`src/rtl/stripe_scheduler.sv`:
```
// stripe_scheduler: accepts one job at a time, allocates a free stripe
// round-robin, writes its configuration, then issues the per-iteration
// operand tag pairs to the block-memory fetch port and reports completion.
module stripe_scheduler #(
  parameter int TAG_WIDTH    = 12,
  parameter int INSTR_WIDTH  = 7,
  parameter int NUM_STRIPES  = 4,
  parameter int DRAIN_CYCLES = 3
) (
  input  logic                           clk,
  input  logic                           rst,
  input  logic                           job_valid,
  output logic                           job_ready,
  input  logic [TAG_WIDTH-1:0]           job_tag_a,
  input  logic [TAG_WIDTH-1:0]           job_tag_b,
  input  logic [TAG_WIDTH-1:0]           job_stride_a,
  input  logic [TAG_WIDTH-1:0]           job_stride_b,
  input  logic [TAG_WIDTH-1:0]           job_iter_lim,
  input  logic [INSTR_WIDTH-1:0]         job_instr,
  input  logic [NUM_STRIPES-1:0]         release_mask,
  output logic [NUM_STRIPES-1:0]         cfg_we,
  output logic [TAG_WIDTH-1:0]           cfg_tag_a,
  output logic [TAG_WIDTH-1:0]           cfg_tag_b,
  output logic [TAG_WIDTH-1:0]           cfg_stride_a,
  output logic [TAG_WIDTH-1:0]           cfg_stride_b,
  output logic [TAG_WIDTH-1:0]           cfg_iter_lim,
  output logic [INSTR_WIDTH-1:0]         cfg_instr,
  output logic                           mem_req,
  input  logic                           mem_ready,
  output logic [TAG_WIDTH-1:0]           mem_tag_a,
  output logic [TAG_WIDTH-1:0]           mem_tag_b,
  output logic                           busy,
  output logic                           done,
  output logic [$clog2(NUM_STRIPES)-1:0] done_stripe,
  output logic [NUM_STRIPES-1:0]         alloc
);

  localparam int SW = $clog2(NUM_STRIPES);
  localparam int DW = $clog2(DRAIN_CYCLES + 1);

  localparam logic [2:0] S_IDLE   = 3'd0;
  localparam logic [2:0] S_CONFIG = 3'd1;
  localparam logic [2:0] S_ISSUE  = 3'd2;
  localparam logic [2:0] S_DRAIN  = 3'd3;
  localparam logic [2:0] S_DONE   = 3'd4;

  logic [2:0]             state;
  logic [SW-1:0]          rr_ptr;
  logic [SW-1:0]          chosen;
  logic [TAG_WIDTH-1:0]   iter_cnt;
  logic [DW-1:0]          drain_cnt;
  logic [SW-1:0]          pick_idx;
  logic                   pick_found;
  logic [SW:0]            scan_sum;
  logic [SW-1:0]          scan_idx;
  logic [SW-1:0]          rr_next;
  logic [NUM_STRIPES-1:0] rel_eff;
  logic                   accept;
  logic                   last_iter;

  function automatic logic [NUM_STRIPES-1:0] onehot(input logic [SW-1:0] idx);
    onehot = '0;
    onehot[idx] = 1'b1;
  endfunction

  assign job_ready   = (state == S_IDLE) && !(&alloc);
  assign accept      = job_valid && job_ready;
  assign busy        = (state != S_IDLE);
  assign mem_req     = (state == S_ISSUE);
  assign done        = (state == S_DONE);
  assign done_stripe = (state == S_DONE) ? chosen : '0;
  assign cfg_we      = (state == S_CONFIG) ? onehot(chosen) : '0;
  assign last_iter   = (iter_cnt == cfg_iter_lim - TAG_WIDTH'(1));
  assign rr_next     = (pick_idx == SW'(NUM_STRIPES - 1)) ? '0 : pick_idx + SW'(1);
  // The stripe owned by the running job cannot be freed under it.
  assign rel_eff     = release_mask & ~(busy ? onehot(chosen) : '0);

  // Scan for the first free stripe at or after the round-robin pointer, wrapping.
  always_comb begin
    pick_found = 1'b0;
    pick_idx   = '0;
    scan_sum   = '0;
    scan_idx   = '0;
    for (int i = 0; i < NUM_STRIPES; i++) begin
      scan_sum = {1'b0, rr_ptr} + (SW+1)'(i);
      if (scan_sum >= (SW+1)'(NUM_STRIPES)) scan_sum = scan_sum - (SW+1)'(NUM_STRIPES);
      scan_idx = scan_sum[SW-1:0];
      if (!pick_found && !alloc[scan_idx]) begin
        pick_found = 1'b1;
        pick_idx   = scan_idx;
      end
    end
  end

  // Control: job sequencing, stripe allocation and round-robin pointer.
  always_ff @(posedge clk or posedge rst) begin
    if (rst) begin
      state     <= S_IDLE;
      alloc     <= '0;
      rr_ptr    <= '0;
      chosen    <= '0;
      iter_cnt  <= '0;
      drain_cnt <= '0;
    end else begin
      // Allocation uses the pre-edge mask, so a stripe freed now is not picked now.
      alloc <= (alloc & ~rel_eff) | ((accept && pick_found) ? onehot(pick_idx) : '0);
      case (state)
        S_IDLE: begin
          if (accept) begin
            chosen <= pick_idx;
            rr_ptr <= rr_next;
            state  <= S_CONFIG;
          end
        end
        S_CONFIG: begin
          iter_cnt  <= '0;
          drain_cnt <= '0;
          state     <= (cfg_iter_lim != '0) ? S_ISSUE : S_DRAIN;
        end
        S_ISSUE: begin
          if (mem_ready) begin
            iter_cnt <= iter_cnt + TAG_WIDTH'(1);
            if (last_iter) begin
              drain_cnt <= '0;
              state     <= S_DRAIN;
            end
          end
        end
        S_DRAIN: begin
          if (drain_cnt == DW'(DRAIN_CYCLES - 1)) state <= S_DONE;
          else drain_cnt <= drain_cnt + DW'(1);
        end
        S_DONE:  state <= S_IDLE;
        default: state <= S_IDLE;
      endcase
    end
  end

  // Datapath: latched job fields and the running fetch tag pair.
  always_ff @(posedge clk or posedge rst) begin
    if (rst) begin
      cfg_tag_a    <= '0;
      cfg_tag_b    <= '0;
      cfg_stride_a <= '0;
      cfg_stride_b <= '0;
      cfg_iter_lim <= '0;
      cfg_instr    <= '0;
      mem_tag_a    <= '0;
      mem_tag_b    <= '0;
    end else begin
      if (accept) begin
        cfg_tag_a    <= job_tag_a;
        cfg_tag_b    <= job_tag_b;
        cfg_stride_a <= job_stride_a;
        cfg_stride_b <= job_stride_b;
        cfg_iter_lim <= job_iter_lim;
        cfg_instr    <= job_instr;
      end
      if (state == S_CONFIG) begin
        mem_tag_a <= cfg_tag_a;
        mem_tag_b <= cfg_tag_b;
      end else if ((state == S_ISSUE) && mem_ready) begin
        mem_tag_a <= mem_tag_a + cfg_stride_a;
        mem_tag_b <= mem_tag_b + cfg_stride_b;
      end
    end
  end

endmodule

```
`config.mk`:
```
export PLATFORM = sky130hd
export DESIGN_NAME = stripe_scheduler
export DESIGN_NICKNAME = d
export VERILOG_FILES = /design/src/rtl/stripe_scheduler.sv
export SDC_FILE = /design/constraint.sdc
export NUM_CORES = 1
export LEC_CHECK = 0
export ABC_AREA = 1
export CAP_MARGIN = 0
export CORE_MARGIN = 5
export CORE_UTILIZATION = 45
export DETAILED_ROUTE_END_ITERATION = 8
export PLACE_DENSITY = 0.75
export SKIP_LAST_GASP = 1
export SYNTH_ARGS = -nofsm -noshare
export SYNTH_HDL_FRONTEND = slang
export SYNTH_SLANG_ARGS = --single-unit
```
`constraint.sdc`:
```
create_clock -name clk -period 10.66 [get_ports clk]
set_clock_uncertainty 0.15 [all_clocks]
set_input_delay 1.066 -clock clk [delete_from_list [all_inputs] [get_ports clk]]
set_output_delay 1.066 -clock clk [all_outputs]
set_load 0.005 [all_outputs]
```
[Word level (Yosys, flattened, before mapping)]
Index checks and enable logic that the tools add are counted.
Operators by class
  add/subtract/negate cells: 13
  reduce and logical (&&, ||, !) cells: 26
  muxes and demuxes: 45
  $lt $le $gt $ge: 12
  bitwise logic cells: 5
  equal/unequal tests: 12
Operator list (count)
  12-bit 2-to-1 mux: 5
  2-bit 2-to-1 mux: 13
  12-bit adder: 2
  12-bit case mux with 2 select lines: 1
  2-bit by 3-bit < comparator with 1-bit output (second input constant): 6
  12-bit by 1-bit adder with 12-bit output (second input constant): 1
  12-bit == test: 1
  3-bit 2-to-1 mux: 4
  4-bit 2-to-1 mux: 3
  3-bit case mux with 4 select lines: 1
  4-bit AND reduction: 3
  12-bit nonzero test: 1
  12-bit by 1-bit subtractor with 12-bit output (second input constant): 1
  1-bit 2-to-1 mux: 11
  3-bit greater-or-equal comparator (second input constant): 3
  1-bit logical AND: 9
  4-bit AND: 2
  1-bit binary-select mux with 2-bit select: 4
  4-bit inverter: 2
  2-bit by 1-bit subtractor with 2-bit output (second input constant): 4
  2-bit by 2-bit adder with 3-bit output (second input constant): 2
  3-bit by 2-bit == test with 1-bit output (second input constant): 2
  1-bit logical NOT: 6
  2-bit != test (second input constant): 3
  15 further kinds: 23
Storage, ports and cells
  logic and storage cells: 127
  output and inout bits: 105
  register bits after elaboration: 116
  input bits: 75

[Depth between registers and ports, before layout]
  word-level depth: 20
  depth in mapped cells: 16
  mapped depth without buffers: 16

[Least setup slack after synthesis]
OpenSTA, ideal clock, no wires.
  path kind: register to output
  start point: register state[2]
  end point: output port cfg_we[0]
  stages on the path, launching flop included: 5
  buffers on the path: 1
  data required time: 9.444 ns
  slack: 8.461 ns
  arrival: 0.983 ns
  cells stage by stage: dfrtp_1 > nor2_4 > nand2_4 > clkbuf_1 > nor3_1
On the way
  cells in the longest elaborated chain, start to end: 2
RTL lines
  start: declaration: line 47  | logic [2:0] state;
  start signal: assignment: line 118  | state <= (cfg_iter_lim != '0) ? S_ISSUE : S_DRAIN;
  3-bit by 1-bit == test with 1-bit output: line 72  | assign cfg_we = (state == S_CONFIG) ? onehot(chosen) : '0;
  4-bit 2-to-1 mux: line 72
  end: declaration: line 21  | output logic [NUM_STRIPES-1:0] cfg_we,
No other way between the ends.

[Worst setup path after layout]
  start point: register state[2]
  end point: output port cfg_we[1]
Same word-level chain as after synthesis.

==> flow_metrics.env <==
export IMPL_synth_edf_count=0
export IMPL_syn_nets=962
export IMPL_min_from="cfg_instr[3]"
export IMPL_ys_flop_type="dfrtp_1"
export IMPL_syn2layout_area_growth_pct=38.53
export IMPL_antenna_found_initial=0
export IMPL_synth_seq_area_share=0.4384
export IMPL_ys_warnings_count=0
export IMPL_hold_depth=2
export IMPL_netlist_area_um2=6621
export IMPL_setup_viol=0
export IMPL_clock_latency_ns=0.42
export IMPL_core_area_um2=14480
export IMPL_grt_max_degree=88
export IMPL_cts_sinks=116
export IMPL_cp_arrival_ns=2.06
export IMPL_drt_total_wl_um=18260
export IMPL_comb_power_share=0.223
export IMPL_dr_pass1_iters=5
export IMPL_timing_rr_end="iter_cnt[11]"
export IMPL_grt_setup_unrepaired="false"
export IMPL_num_rows=44
export IMPL_avgSynthCellArea_um2=7.735
export IMPL_final_setup_tns_ns=0
export IMPL_vias=6226
export IMPL_fin_util=0.6335
export IMPL_worstRegToRegCells=12
export IMPL_async_flop_share=1.000
export IMPL_clk_pin_slew_worst_paths_ns=0.05
export IMPL_reg2reg_slack_ns=7.98
export IMPL_cts_root_buf="clkbuf_16"
export IMPL_cts_tree="built"
export IMPL_powerDensity_nw_per_um2=161.5
export IMPL_cts_made_buffers=17
export IMPL_status="finished clean"
export IMPL_cp_startpoint="state[2]"
export IMPL_post_dp_hpwl_um=13370
export IMPL_cts_hold_buf=0
export IMPL_first_global_vias=6202
export IMPL_multi_input_area_um2=3283
export IMPL_ys_types=46
export IMPL_place_congestion=0.8830
export IMPL_synthTopCellsByArea="dfrtp_1 (44%), nand2_1 (18%), ha_1 (5.5%)"
export IMPL_start_util=0.4573
export IMPL_max_freq_mhz=305.0
export IMPL_drv_slew=0
export IMPL_avgRoutedWirePerCell_um=14.86
export IMPL_synth_top_area_share=0.4384
export IMPL_period_share=0.3076
export IMPL_tightestPinTransition_ns=0.9900
export IMPL_fillers=1200
export IMPL_cts_path_max_buffers=2
export IMPL_synth_largest_area_cell="dfrtp_1"
export IMPL_ir_drop_v=0.0001174
export IMPL_end_kind="output port"
export IMPL_worstSetupPathType="register to output port"
export IMPL_h_tree_depth=4
export IMPL_die_area_um2=17240
export IMPL_worstHoldEndpoint="cfg_instr[3]"
export IMPL_clkPwrFrac=0.418
export IMPL_die_x_um=131.3
export IMPL_layout_commonest_cell="nand2_1"
export IMPL_io_pins=180
export IMPL_relSlewSlack=0.3400
export IMPL_drcViolationCount=0
export IMPL_viasPerCell=5.066
export IMPL_nets=1138
export IMPL_finalHoldViolations=0
export IMPL_crit_path_start_kind="register"
export IMPL_switchingPower_w=0.0004071
export IMPL_chipHeight_um=131.3
export IMPL_antenna_cells=0
export IMPL_io_buffers=179
export IMPL_seq_area_um2=2903
export IMPL_swShare=0.2748
export IMPL_fin_crit_ns=3.279
export IMPL_whs_ns=0.3267
export IMPL_drive_above_1_share=0.06124
export IMPL_grt_overflow=0
export IMPL_maxCapViolCount=0
export IMPL_cp_required_ns=9.44
export IMPL_final_cell_mix="nand2_1 (319), clkdlybuf4s50_1 (179), dfrtp_1 (116), inv_1 (70), nor2_1 (54)"
export IMPL_post_cts_repair_setup_buffers=0
export IMPL_drt_iter0_drc=370
export IMPL_p_seq_frac=0.360
export IMPL_antenna_left=0
export IMPL_cts_resized=0
export IMPL_p_int_w=0.001074
export IMPL_critPathMaxFanout=44
export IMPL_track_usage=0.2142
export IMPL_power_leakage_nw=4.424
export IMPL_ys_ff_latch=116
export IMPL_grt_first_pass_wirelength_um=30770
export IMPL_syn_inst=856
export IMPL_hold_path_class="register to register"
export IMPL_r2r_start="state[0]"
[state kept, by name, summed over array words and instances (netlist names), 7 cells and up]
register / flops
cfg_iter_lim: 12
cfg_stride_a: 12
cfg_stride_b: 12
cfg_tag_a: 12
cfg_tag_b: 12
iter_cnt: 12
mem_tag_a: 12
mem_tag_b: 12
cfg_instr: 7
[worst max-delay path, cell delays in order, from the launching register on]
cell and delay (ns):
dfrtp_1 0.42, nor2_4 0.15, nand2_4 0.29, nor3_1 0.24
clkdlybuf4s50_1 0.55
[per-layer routing]
metal  vias up  track usage  wire length, µm
met3        30      0.05657              989
li1       3135            -                -
met4         0      0.07257              404
met2       170       0.3524             8812
met1      2891       0.2751             8051
met5         -            0                0
[per-stage QoR]
step                total power [W]  setup slack [ns]  cells  instance area [µm²]
floorplan                 0.0007211             6.372    856                 6621
global placement          0.0008612             7.428   1197                 8531
detailed placement        0.0008630             7.393   1197                 8531
CTS                        0.001491             7.375   1229                 9173
global route               0.001560             7.254   1229                 9173
finish                     0.001481             7.381   1229                 9173
[final cells by class]
type / instances / share of cell area
multi-input cells: 636 / 0.3579
well taps: 184 / 0.02510
clock buffers: 22 / 0.05061
repair buffers: 182 / 0.1978
clock inverters: 10 / 0.01937
flip-flops and latches: 116 / 0.3165
inverters: 79 / 0.03274
[cell families after synthesis]
logic type               Yosys count  share of synthesized area
buffers and inverters            104                    0.06576
adder cells (fa/ha/maj)           31                    0.06085
flip-flops                       116                     0.4384
AND/OR/NAND/NOR                  449                     0.2834
XOR/XNOR                          25                    0.03420
AO/OA/AOI/OAI                    131                     0.1173
[cells in the mapped netlist (2+ instances only)]
| cell type | count |
|---|---|
| dfrtp_1 | 116 |
| a21oi_1 | 35 |
| buf_4 | 5 |
| nand3_1 | 38 |
| buf_6 | 2 |
| nand2_2 | 3 |
| a22o_1 | 4 |
| inv_2 | 7 |
| buf_2 | 7 |
| nor3_1 | 10 |
| a211oi_1 | 2 |
| xnor2_1 | 11 |
| nor4_1 | 3 |
| a31oi_1 | 5 |
| nand3_2 | 2 |
| nor2_4 | 4 |
| xor2_1 | 13 |
| o21bai_1 | 7 |
| o21a_1 | 3 |
| nor2_1 | 54 |
| nor2_2 | 4 |
| nand3b_1 | 2 |
| o31ai_1 | 3 |
| clkbuf_1 | 10 |
| ha_1 | 29 |
| fa_1 | 2 |
| inv_1 | 71 |
| nand2_1 | 319 |
| nand4_1 | 5 |
| o21ai_0 | 42 |
| nand2_4 | 2 |
| o22ai_1 | 13 |
| o211ai_1 | 5 |
| o21ai_1 | 6 |
[power groups by stage]
stage                     combinational, W  sequential [W]  clock (W)
after floorplan                   0.000193        0.000528          0
after global placement            0.000324        0.000537          0
after detailed placement          0.000326        0.000537          0
after CTS                         0.000330        0.000532   0.000629
after global routing              0.000370        0.000539   0.000650
final                             0.000330        0.000533   0.000619
[worst max path at each step]
stage                               to  cells past startpoint  slack, ns
final                        cfg_we[1]                      4       7.38
after global placement    iter_cnt[10]                     10       7.43
after global routing         cfg_we[2]                      4       7.25
after CTS                    cfg_we[0]                      4       7.38
after floorplan               alloc[0]                      1       6.37
after detailed placement  iter_cnt[10]                     10       7.39
No activity file was read; power rests on OpenSTA's default activity.
